==> src/rtl/seg7_pkg.sv <==
// Shared types for the seven-segment scan path: BCD digit type and scan FSM states.
package seg7_pkg;

  localparam int BCD_W = 4;

  typedef logic [BCD_W-1:0] bcd_t;

  typedef enum logic [1:0] {
    IDLE  = 2'd0,
    BLANK = 2'd1,
    SHOW  = 2'd2
  } scan_state_t;

endpackage

==> src/rtl/seg7_lz_mask.sv <==
// Leading-zero suppression mask: bit i set when digit i and all more-significant
// digits are zero and digit i carries no decimal point. Digit 0 is always shown.
module seg7_lz_mask
  import seg7_pkg::*;
#(
  parameter int NUM_DIGITS = 4
) (
  input  logic [BCD_W*NUM_DIGITS-1:0] value,
  input  logic [NUM_DIGITS-1:0]       dp,
  output logic [NUM_DIGITS-1:0]       suppress
);

  always_comb begin
    logic upper_zero;
    upper_zero = 1'b1;
    suppress   = '0;
    for (int i = NUM_DIGITS - 1; i > 0; i--) begin
      upper_zero  = upper_zero && (value[BCD_W*i +: BCD_W] == '0);
      suppress[i] = upper_zero && !dp[i];
    end
  end

endmodule

==> src/rtl/seg7_scan_ctrl.sv <==
// Time-multiplexed scan controller for a common-segment display with a blanking
// gap per digit slot and tear-free (frame-boundary) commit of new display values.
module seg7_scan_ctrl
  import seg7_pkg::*;
#(
  parameter int NUM_DIGITS   = 4,
  parameter int SCAN_DIV     = 250,
  parameter int BLANK_CYCLES = 8
) (
  input  logic                        clk,
  input  logic                        reset,
  input  logic                        enable,
  input  logic                        blank_zeros,
  input  logic                        load_valid,
  output logic                        load_ready,
  input  logic [BCD_W*NUM_DIGITS-1:0] load_value,
  input  logic [NUM_DIGITS-1:0]       load_dp,
  output bcd_t                        seg_digit,
  output logic                        seg_dp,
  output logic [NUM_DIGITS-1:0]       digit_en,
  output logic                        frame_done
);

  localparam int CNT_W = $clog2(SCAN_DIV);
  localparam int IDX_W = (NUM_DIGITS > 1) ? $clog2(NUM_DIGITS) : 1;
  localparam logic [CNT_W-1:0] BLANK_LAST = CNT_W'(BLANK_CYCLES - 1);
  localparam logic [CNT_W-1:0] SLOT_LAST  = CNT_W'(SCAN_DIV - 1);
  localparam logic [IDX_W-1:0] IDX_LAST   = IDX_W'(NUM_DIGITS - 1);

  scan_state_t state, state_nxt;
  logic [IDX_W-1:0] idx, idx_nxt;
  logic [CNT_W-1:0] slot_cnt, slot_cnt_nxt;
  logic             enter_blank, enter_show;

  logic [BCD_W*NUM_DIGITS-1:0] act_val, act_val_nxt, pend_val;
  logic [NUM_DIGITS-1:0]       act_dp, act_dp_nxt, pend_dp;
  logic                        pend_full, pend_full_nxt, pend_load;
  logic                        handshake;

  logic                  bz_slot;
  logic [NUM_DIGITS-1:0] suppress;
  logic [NUM_DIGITS-1:0] idx_onehot;
  bcd_t                  next_digit;
  logic                  next_dp;

  seg7_lz_mask #(
    .NUM_DIGITS(NUM_DIGITS)
  ) u_lz_mask (
    .value   (act_val),
    .dp      (act_dp),
    .suppress(suppress)
  );

  // Scan sequencing: IDLE -> BLANK -> SHOW -> BLANK (next digit) ...
  always_comb begin
    state_nxt    = state;
    idx_nxt      = idx;
    slot_cnt_nxt = slot_cnt + 1'b1;
    enter_blank  = 1'b0;
    enter_show   = 1'b0;
    if (!enable) begin
      state_nxt    = IDLE;
      idx_nxt      = '0;
      slot_cnt_nxt = '0;
    end else begin
      case (state)
        IDLE: begin
          state_nxt    = BLANK;
          idx_nxt      = '0;
          slot_cnt_nxt = '0;
          enter_blank  = 1'b1;
        end
        BLANK: begin
          if (slot_cnt == BLANK_LAST) begin
            state_nxt  = SHOW;
            enter_show = 1'b1;
          end
        end
        SHOW: begin
          if (slot_cnt == SLOT_LAST) begin
            state_nxt    = BLANK;
            slot_cnt_nxt = '0;
            idx_nxt      = (idx == IDX_LAST) ? '0 : idx + 1'b1;
            enter_blank  = 1'b1;
          end
        end
        default: begin
          state_nxt    = IDLE;
          idx_nxt      = '0;
          slot_cnt_nxt = '0;
        end
      endcase
    end
  end

  assign frame_done = (state == SHOW) && (idx == IDX_LAST) && (slot_cnt == SLOT_LAST);
  assign load_ready = !pend_full;
  assign handshake  = load_valid && load_ready;
  assign idx_onehot = NUM_DIGITS'(1) << idx;

  // Value buffering. While dark there is nothing to tear, so a stranded pending
  // value is flushed straight to active rather than waiting for a boundary.
  always_comb begin
    act_val_nxt   = act_val;
    act_dp_nxt    = act_dp;
    pend_full_nxt = pend_full;
    pend_load     = 1'b0;
    if (state == IDLE || frame_done) begin
      if (handshake) begin
        act_val_nxt = load_value;
        act_dp_nxt  = load_dp;
      end else if (pend_full) begin
        act_val_nxt   = pend_val;
        act_dp_nxt    = pend_dp;
        pend_full_nxt = 1'b0;
      end
    end else if (handshake) begin
      pend_load     = 1'b1;
      pend_full_nxt = 1'b1;
    end
  end

  // The boundary commit lands on the same edge that enters BLANK for digit 0,
  // so the digit fetched for the new slot must come from the post-commit value.
  always_comb begin
    next_digit = act_val_nxt[BCD_W*int'(idx_nxt) +: BCD_W];
    next_dp    = act_dp_nxt[idx_nxt];
  end

  always_ff @(posedge clk) begin
    if (reset) begin
      state     <= IDLE;
      idx       <= '0;
      slot_cnt  <= '0;
      act_val   <= '0;
      act_dp    <= '0;
      pend_full <= 1'b0;
      bz_slot   <= 1'b0;
      seg_digit <= '0;
      seg_dp    <= 1'b0;
      digit_en  <= '0;
    end else begin
      state     <= state_nxt;
      idx       <= idx_nxt;
      slot_cnt  <= slot_cnt_nxt;
      act_val   <= act_val_nxt;
      act_dp    <= act_dp_nxt;
      pend_full <= pend_full_nxt;
      if (enter_blank) begin
        seg_digit <= next_digit;
        seg_dp    <= next_dp;
        bz_slot   <= blank_zeros;
        digit_en  <= '0;
      end else if (enter_show) begin
        digit_en <= (bz_slot && suppress[idx]) ? '0 : idx_onehot;
      end else if (!enable) begin
        digit_en <= '0;
      end
    end
  end

  // Pending buffer is data only; its occupancy flag carries validity.
  always_ff @(posedge clk) begin
    if (pend_load) begin
      pend_val <= load_value;
      pend_dp  <= load_dp;
    end
  end

endmodule

==> config.mk <==
export PLATFORM = sky130hd
export DESIGN_NAME = seg7_scan_ctrl
export DESIGN_NICKNAME = d
export VERILOG_FILES = /design/src/rtl/seg7_pkg.sv /design/src/rtl/seg7_lz_mask.sv /design/src/rtl/seg7_scan_ctrl.sv
export SDC_FILE = /design/constraint.sdc
export NUM_CORES = 1
export LEC_CHECK = 0
export ABC_AREA = 1
export BUFFER_PORTS_ARGS = -buffer_cell sky130_fd_sc_hd__buf_4
export CAP_MARGIN = 20
export CORE_MARGIN = 2
export CORE_UTILIZATION = 58
export CTS_CLUSTER_DIAMETER = 150
export DETAILED_ROUTE_END_ITERATION = 10
export GPL_TIMING_DRIVEN = 0
export PLACE_DENSITY_LB_ADDON = 0.12
export SLEW_MARGIN = 25
export SYNTH_ARGS = -nofsm -noshare
export SYNTH_HDL_FRONTEND = slang
export SYNTH_SLANG_ARGS = --single-unit
export TNS_END_PERCENT = 20
==> constraint.sdc <==
create_clock -name clk -period 2.7 [get_ports clk]
set_clock_uncertainty 0.2 [all_clocks]
set_input_delay 0.135 -clock clk [delete_from_list [all_inputs] [get_ports clk]]
set_output_delay 0.135 -clock clk [all_outputs]
set_load 0.01 [all_outputs]
==> results of run 1 <==
## kinds of logic after synthesis
kind of cell | Yosys count | share of synthesized area (%)
simple gates | 256 | 34.4
fa+ha+maj | 10 | 3.87
xor+xnor | 3 | 0.812
flops | 63 | 45.1
buf+inv | 67 | 8.62
compound gates | 44 | 7.15
## timing repair
| action | CTS | global route |
|---|---|---|
| hold buffers | 25 | 0 |
| endpoints found under the setup margin | 0 | 20 |
| hold endpoints to repair | 37 | 0 |
| resized for setup | 0 | 1 |
## per-stage QoR
step / cell area [sq um] / util (%)
after CTS: 4030 / 74.0
after global placement: 3590 / 66.0
after detailed placement: 3590 / 66.0
after global routing: 4030 / 74.1
final: 4030 / 74.1
after floorplan: 3240 / -
## worst reg2reg max path, delay by kind of cell, from the launching register on
kind / cells / cell delay [ns]
adders and majority gates: 2 / 0.83
buffers and inverters: 3 / 0.24
and+or+nand+nor: 3 / 0.32
DFF: 1 / 0.33
## layout make-up
class                      instances  area [sq um]  area share (%)
tap                               72          90.1            2.24
sequential                        63          1460            36.3
multi-input combinational        313          1500            37.2
clock inverter                     3          15.0           0.373
clock buffer                      13           170            4.22
timing repair buffer              60           513            12.7
buffer                            17          91.3            2.27
inverter                          50           188            4.66
## state kept, by name (all words and copies together), names as in the netlist
register   flops
act_val       16
pend_val      16
slot_cnt       8
act_dp         4
digit_en       4
pend_dp        4
seg_digit      4
idx            2
state          2
bz_slot        1
pend_full      1
seg_dp         1
## synthesized netlist by cell type, drive strengths merged
library cell	n
clkbuf	7
xnor2	1
nor2	63
nor4	1
a31oi	1
nand3	61
nand4	1
edfxtp	20
xor2	2
nand3b	3
a211oi	2
o21ai	17
dfxtp	43
o31ai	2
a21oi	22
ha	10
inv	50
nor3	3
nand2	122
nor3b	2
buf	10
## per-layer routing
metal	wire, um	global-route usage (%)
met1	3380	32.5
met2	3530	44.7
met3	468	7.16
met4	250	11.1
met5	0	0
## power by group through the flow
stage               sequential (W)  clock (W)  combinational (W)
finish                     0.00106   0.000760           0.000409
global route               0.00106   0.000802           0.000466
CTS                        0.00106   0.000766           0.000404
detailed placement         0.00108          0           0.000373
global placement           0.00108          0           0.000368
floorplan                  0.00107          0           0.000255
## worst max path at each step
stage | slack [ns] | end | startpoint | cells past startpoint
floorplan | 0.52 | pend_dp[0] | state[0] | 8
global placement | 0.18 | pend_val[9] | state[0] | 8
CTS | 0.12 | pend_dp[2] | state[0] | 8
detailed placement | 0.12 | pend_val[9] | state[0] | 8
global route | 0.23 | bz_slot | slot_cnt[0] | 9
finish | 0.41 | pend_val[9] | state[0] | 8
==> out/results.txt, run 1 <==
WL final -> 7630 um
Die ar. -> 6190 sq um
pre-CTS WS -> 0.118 ns
crit-path leading delay family -> adder cells
clock share of power -> 34.1%
GRT overflow -> 0
GRT Util Overall -> 26.7%
setup violators final -> 0
Max Buffers Root-to-Sink -> 2
I/O Pins -> 36
Worst-Skew Late Latency -> 0.35 ns
Distinct cells, synth -> 29
die height -> 78.7 um
Clock transition at path regs -> 0.07 ns
Crit Reg-Reg Startpoint -> state[0]
Critical Path Sink Type -> flop
FF+latch count, synth -> 63
pin count of the biggest net entering global routing -> 21
combinational share of power -> 18.4%
via-per-instance ratio -> 5.12
DR vias -> 3,026
Synth top area share -> 26.6%
CTS H-tree lvls -> 3
vias in the first global route -> 2,934
Worst EP required -> 2.48 ns
crit path DAT -> 2.07 ns
syn nets -> 478
post-synth top area cell -> dfxtp_1
Slowest-stage cell, CP -> ha_2
Max Cap Viol -> 0
max incr delay on CP -> 0.53 ns
drt drc -> 0
core area -> 5440 sq um
most frequent cells in the layout -> nand2_1, nor2_1, nand3_1, inv_1, dfxtp_1
CP dominant cell by count -> inv_1
Seq/Total Area, Yosys -> 45.1%
# fillers -> 421
most common cell after layout, fill and taps aside -> nand2_1
Avg WL per Cell -> 12.9 um
Synth Area per Inst -> 7.31 sq um
Reg power frac -> 47.5%
Final #Nets -> 549
CTS tree -> built
FF-to-FF End -> pend_val[9]
Crit Path Max Fanout -> 20
Tot Pwr -> 0.00223 W
antenna cells -> 0
WHS Endpoint -> act_val[10]
clock root cell -> clkbuf_8
first-pass GRT wire length -> 12,900 um
crit path buf inv count -> 3
Slew @ Worst Pin -> 0.533 ns
final setup TNS -> 0 ns
Gate Count Post-Synth -> 443
worst-path cell chain -> inv_1 -> ha_1 -> nand2_1 -> inv_1 -> nand3_4 -> nand2_4 -> inv_1 -> ha_2
Synth-to-Final Area Change -> 24.4%
Fin. Hold Viols -> 0
hold path startpoint -> load_valid
Tmin final -> 2.29 ns
Min Hold Slack -> 0.203 ns
initial antenna violation count -> 0
Slew Limit Fails -> 0
PD cells -> 553 nW/um^2
CTS sink cnt -> 63
Post-DRT Antenna Nets -> 0
DRT iter0 DRCs -> 208
fraction of layout cells with a size suffix above 1 -> 12.7%
total CTS buffers -> 9
placed cells -> 550
status -> completed
synth top area cells -> dfxtp_1, edfxtp_1, nand2_1
Final Wtd Congestion -> 0.921
row cnt -> 27
setup bufs post-CTS -> 0
Sw Pwr -> 0.000616 W
Yosys warnings -> 0
switch share -> 27.7%
worst setup margin -> 0.410 ns
port bufs -> 35
DR pass1 iterations -> 4
reg-to-reg slack, setup -> 0.41 ns
Max VDD drop -> 417 uV
Post-Syn Area -> 3240 sq um
Worst slew margin -> 64.4%
Tcrit/Tclk final -> 84.8%
Setup CP Type -> reg2reg
Hold Path Stages -> 8
HPWL Detailed -> 5440 um
Hold Crit Class -> in2reg
unrepaired setup endpoints after global routing -> false
die width -> 78.7 um
non-filler cells, final -> 591
reg2reg path depth -> 8
fmax -> 0.437 GHz
Initial Util -> 59.5%
leak pwr -> 1.90 nW
Startpoint Class -> flop
internal power -> 0.00161 W
Power figures use the tool's default switching activity.
==> run 2, diff against run 1 <==
--- a/config.mk
+++ b/config.mk
@@ -9,7 +9,7 @@
 export BUFFER_PORTS_ARGS = -buffer_cell sky130_fd_sc_hd__buf_4
 export CAP_MARGIN = 20
 export CORE_MARGIN = 2
-export CORE_UTILIZATION = 58
+export CORE_UTILIZATION = 53
 export CTS_CLUSTER_DIAMETER = 150
 export DETAILED_ROUTE_END_ITERATION = 10
 export GPL_TIMING_DRIVEN = 0
==> constraint.sdc (replaced) <==
create_clock -name clk -period 2.04 [get_ports clk]
set_clock_uncertainty 0.2 [all_clocks]
set_input_delay 0.102 -clock clk [delete_from_list [all_inputs] [get_ports clk]]
set_output_delay 0.102 -clock clk [all_outputs]
set_load 0.01 [all_outputs]
==> out/results.txt, run 2 (synthesis results as in run 1) <==
Tcrit/Tclk final -> 97.6% (+13 points)
most frequent cells in the layout -> nand2_1, nor2_1, nand3_1, buf_4, inv_1
Fin. Hold Viols -> 0 (unchanged)
DR pass1 iterations -> 4 (unchanged)
core area -> 5920 sq um (+8.9%)
fraction of layout cells with a size suffix above 1 -> 24.5% (+12 points)
Initial Util -> 54.7% (-4.8 points)
via-per-instance ratio -> 5.25 (+2.5%)
GRT Util Overall -> 25.2% (-1.5 points)
pin count of the biggest net entering global routing -> 21 (unchanged)
Die ar. -> 6750 sq um (+8.9%)
Worst EP required -> 2.08 ns (-0.40 ns)
Final Instance Area -> 4340 sq um (+7.8%)
status -> completed
Setup CP Type -> reg2reg
Clock transition at path regs -> 0.07 ns (about the same)
Crit Path Max Fanout -> 10 (-50%)
Hold Crit Class -> in2reg
antenna cells -> 0 (unchanged)
most common cell after layout, fill and taps aside -> nand2_1
WL final -> 8510 um (+11%)
Top Registers -> act_val x16, pend_val x16, slot_cnt x8
Critical Path Sink Type -> flop
HPWL Detailed -> 5570 um (+2.5%)
Synth-to-Final Area Change -> 34.1%
Crit Reg-Reg Startpoint -> slot_cnt[1]
vias in the first global route -> 2,830 (-3.5%)
row cnt -> 28 (+3.7%)
Max Cap Viol -> 0 (unchanged)
non-filler cells, final -> 602 (+1.9%)
Tmin final -> 1.99 ns (-0.298 ns)
die width -> 82.2 um (+4.4%)
setup violators final -> 0 (unchanged)
die height -> 82.2 um (+4.4%)
Cell Area, Placed -> 3600 sq um (+0.17%)
drt drc -> 0 (unchanged)
Worst Setup SP -> slot_cnt[1]
CTS tree -> built
Avg WL per Cell -> 14.1 um (+9.4%)
first-pass GRT wire length -> 12,800 um (-0.26%)
PD cells -> 715 nW/um^2 (+29%)
leak pwr -> 1.98 nW (+4.4%)
Tot Pwr -> 0.00310 W (+39%)
placed cells -> 553 (+0.55%)
Max Buffers Root-to-Sink -> 2 (unchanged)
DR vias -> 3,158 (+4.4%)
Post-DRT Antenna Nets -> 0 (unchanged)
hold path startpoint -> load_valid
Max VDD drop -> 467 uV (+12%)
I/O Pins -> 36 (unchanged)
Worst-Skew Late Latency -> 0.34 ns (about the same)
total CTS buffers -> 9 (unchanged)
Final #Nets -> 557 (+1.5%)
fmax -> 0.502 GHz (+15%)
DRT iter0 DRCs -> 232 (+12%)
CTS sink cnt -> 63 (unchanged)
GRT overflow -> 0 (unchanged)
Slew Limit Fails -> 0 (unchanged)
crit path DAT -> 2.03 ns (-0.04 ns)
port bufs -> 35 (unchanged)
unrepaired setup endpoints after global routing -> true
initial antenna violation count -> 0 (unchanged)
Startpoint Class -> flop
Worst slew margin -> 65.9% (+1.4 points)
Slew @ Worst Pin -> 0.512 ns (-0.0211 ns)
CTS H-tree lvls -> 3 (unchanged)
Final Wtd Congestion -> 0.909 (-1.3%)
clock root cell -> clkbuf_8
==> run 2: cell types whose count changed in the layout (fill, tap and decap cells not counted), sizes merged <==
cell         delta
buf             +6
clkbuf          +1
dlygate4sd3     -1
clkinv          +1
bufinv          +1
==> run 2: area by class of cell <==
class	count	area, sq um
multi-input combinational	313	1690
fill	468	1580
tap	75	93.8
timing repair buffer	68	588
sequential	63	1470
inverter	50	190
clock inverter	5	47.5
clock buffer	11	141
buffer	17	119
==> run 2: final timing paths <==
| path | endpoint | slack (ns) | depth (start not counted) |
|---|---|---|---|
| max reg2reg | seg_digit[3] | 0.05 | 14 |
| max | seg_digit[3] | 0.05 | 14 |
| min reg2reg | slot_cnt[0] | 0.26 | 1 |
| min | act_val[0] | 0.15 | 7 |
==> run 2: where the power goes <==
group	leakage, nW	total, W	switching [W]	internal, W
sequential	0.538	0.00140	0.0000363	0.00136
clock	0.0982	0.00108	0.000491	0.000586
combinational	1.35	0.000626	0.000366	0.000260
total	1.98	0.00310	0.000894	0.00221
==> run 2: worst max-delay path: stages (launching register included) <==
cell and delay, ns:
dfxtp_2 0.33, inv_2 0.06, ha_4 0.12, nand2_2 0.05, nor2_4 0.18, nand2_2 0.11, nand2_2 0.10, nand3_1 0.07
nand3_1 0.13, buf_6 0.16, nand2_1 0.06, nand3_1 0.13, nand3_1 0.10, nand2_1 0.06, inv_1 0.03
==> run 2: per-stage QoR <==
stage / hold slack, ns / setup TNS [ns] / utilization (%) / setup WS (ns)
global route: 0.244 / -0.625 / 73.3 / -0.122
detailed placement: 0.0911 / -5.02 / 60.7 / -0.218
floorplan: 0.000869 / 0 / - / 0.0584
global placement: 0.0913 / -4.55 / 60.7 / -0.201
finish: 0.151 / 0 / 73.3 / 0.0481
CTS: 0.179 / -0.00633 / 68.7 / -0.00633
==> run 2: repair_timing <==
| action | 4_1_cts | 5_1_grt |
|---|---|---|
| pin swaps | 1 | 7 |
| gates resized for setup | 16 | 63 |
| setup buffers | 1 | 7 |
| gates cloned | 0 | 1 |
| setup endpoints to repair | 27 | 31 |
| hold buffers | 24 | 0 |
| hold endpoints to repair | 39 | 0 |
==> run 2: layer usage <==
| layer | wire (um) | share of wire (%) | global-route usage (%) | up-vias |
|---|---|---|---|---|
| met2 | 4070 | 48 | 41.4 | 103 |
| met5 | 0 | 0 | 0 | - |
| li1 | - | - | - | 1578 |
| met1 | 3690 | 43 | 31.6 | 1449 |
| met4 | 287 | 3.4 | 11.0 | 0 |
| met3 | 456 | 5.4 | 5.76 | 28 |
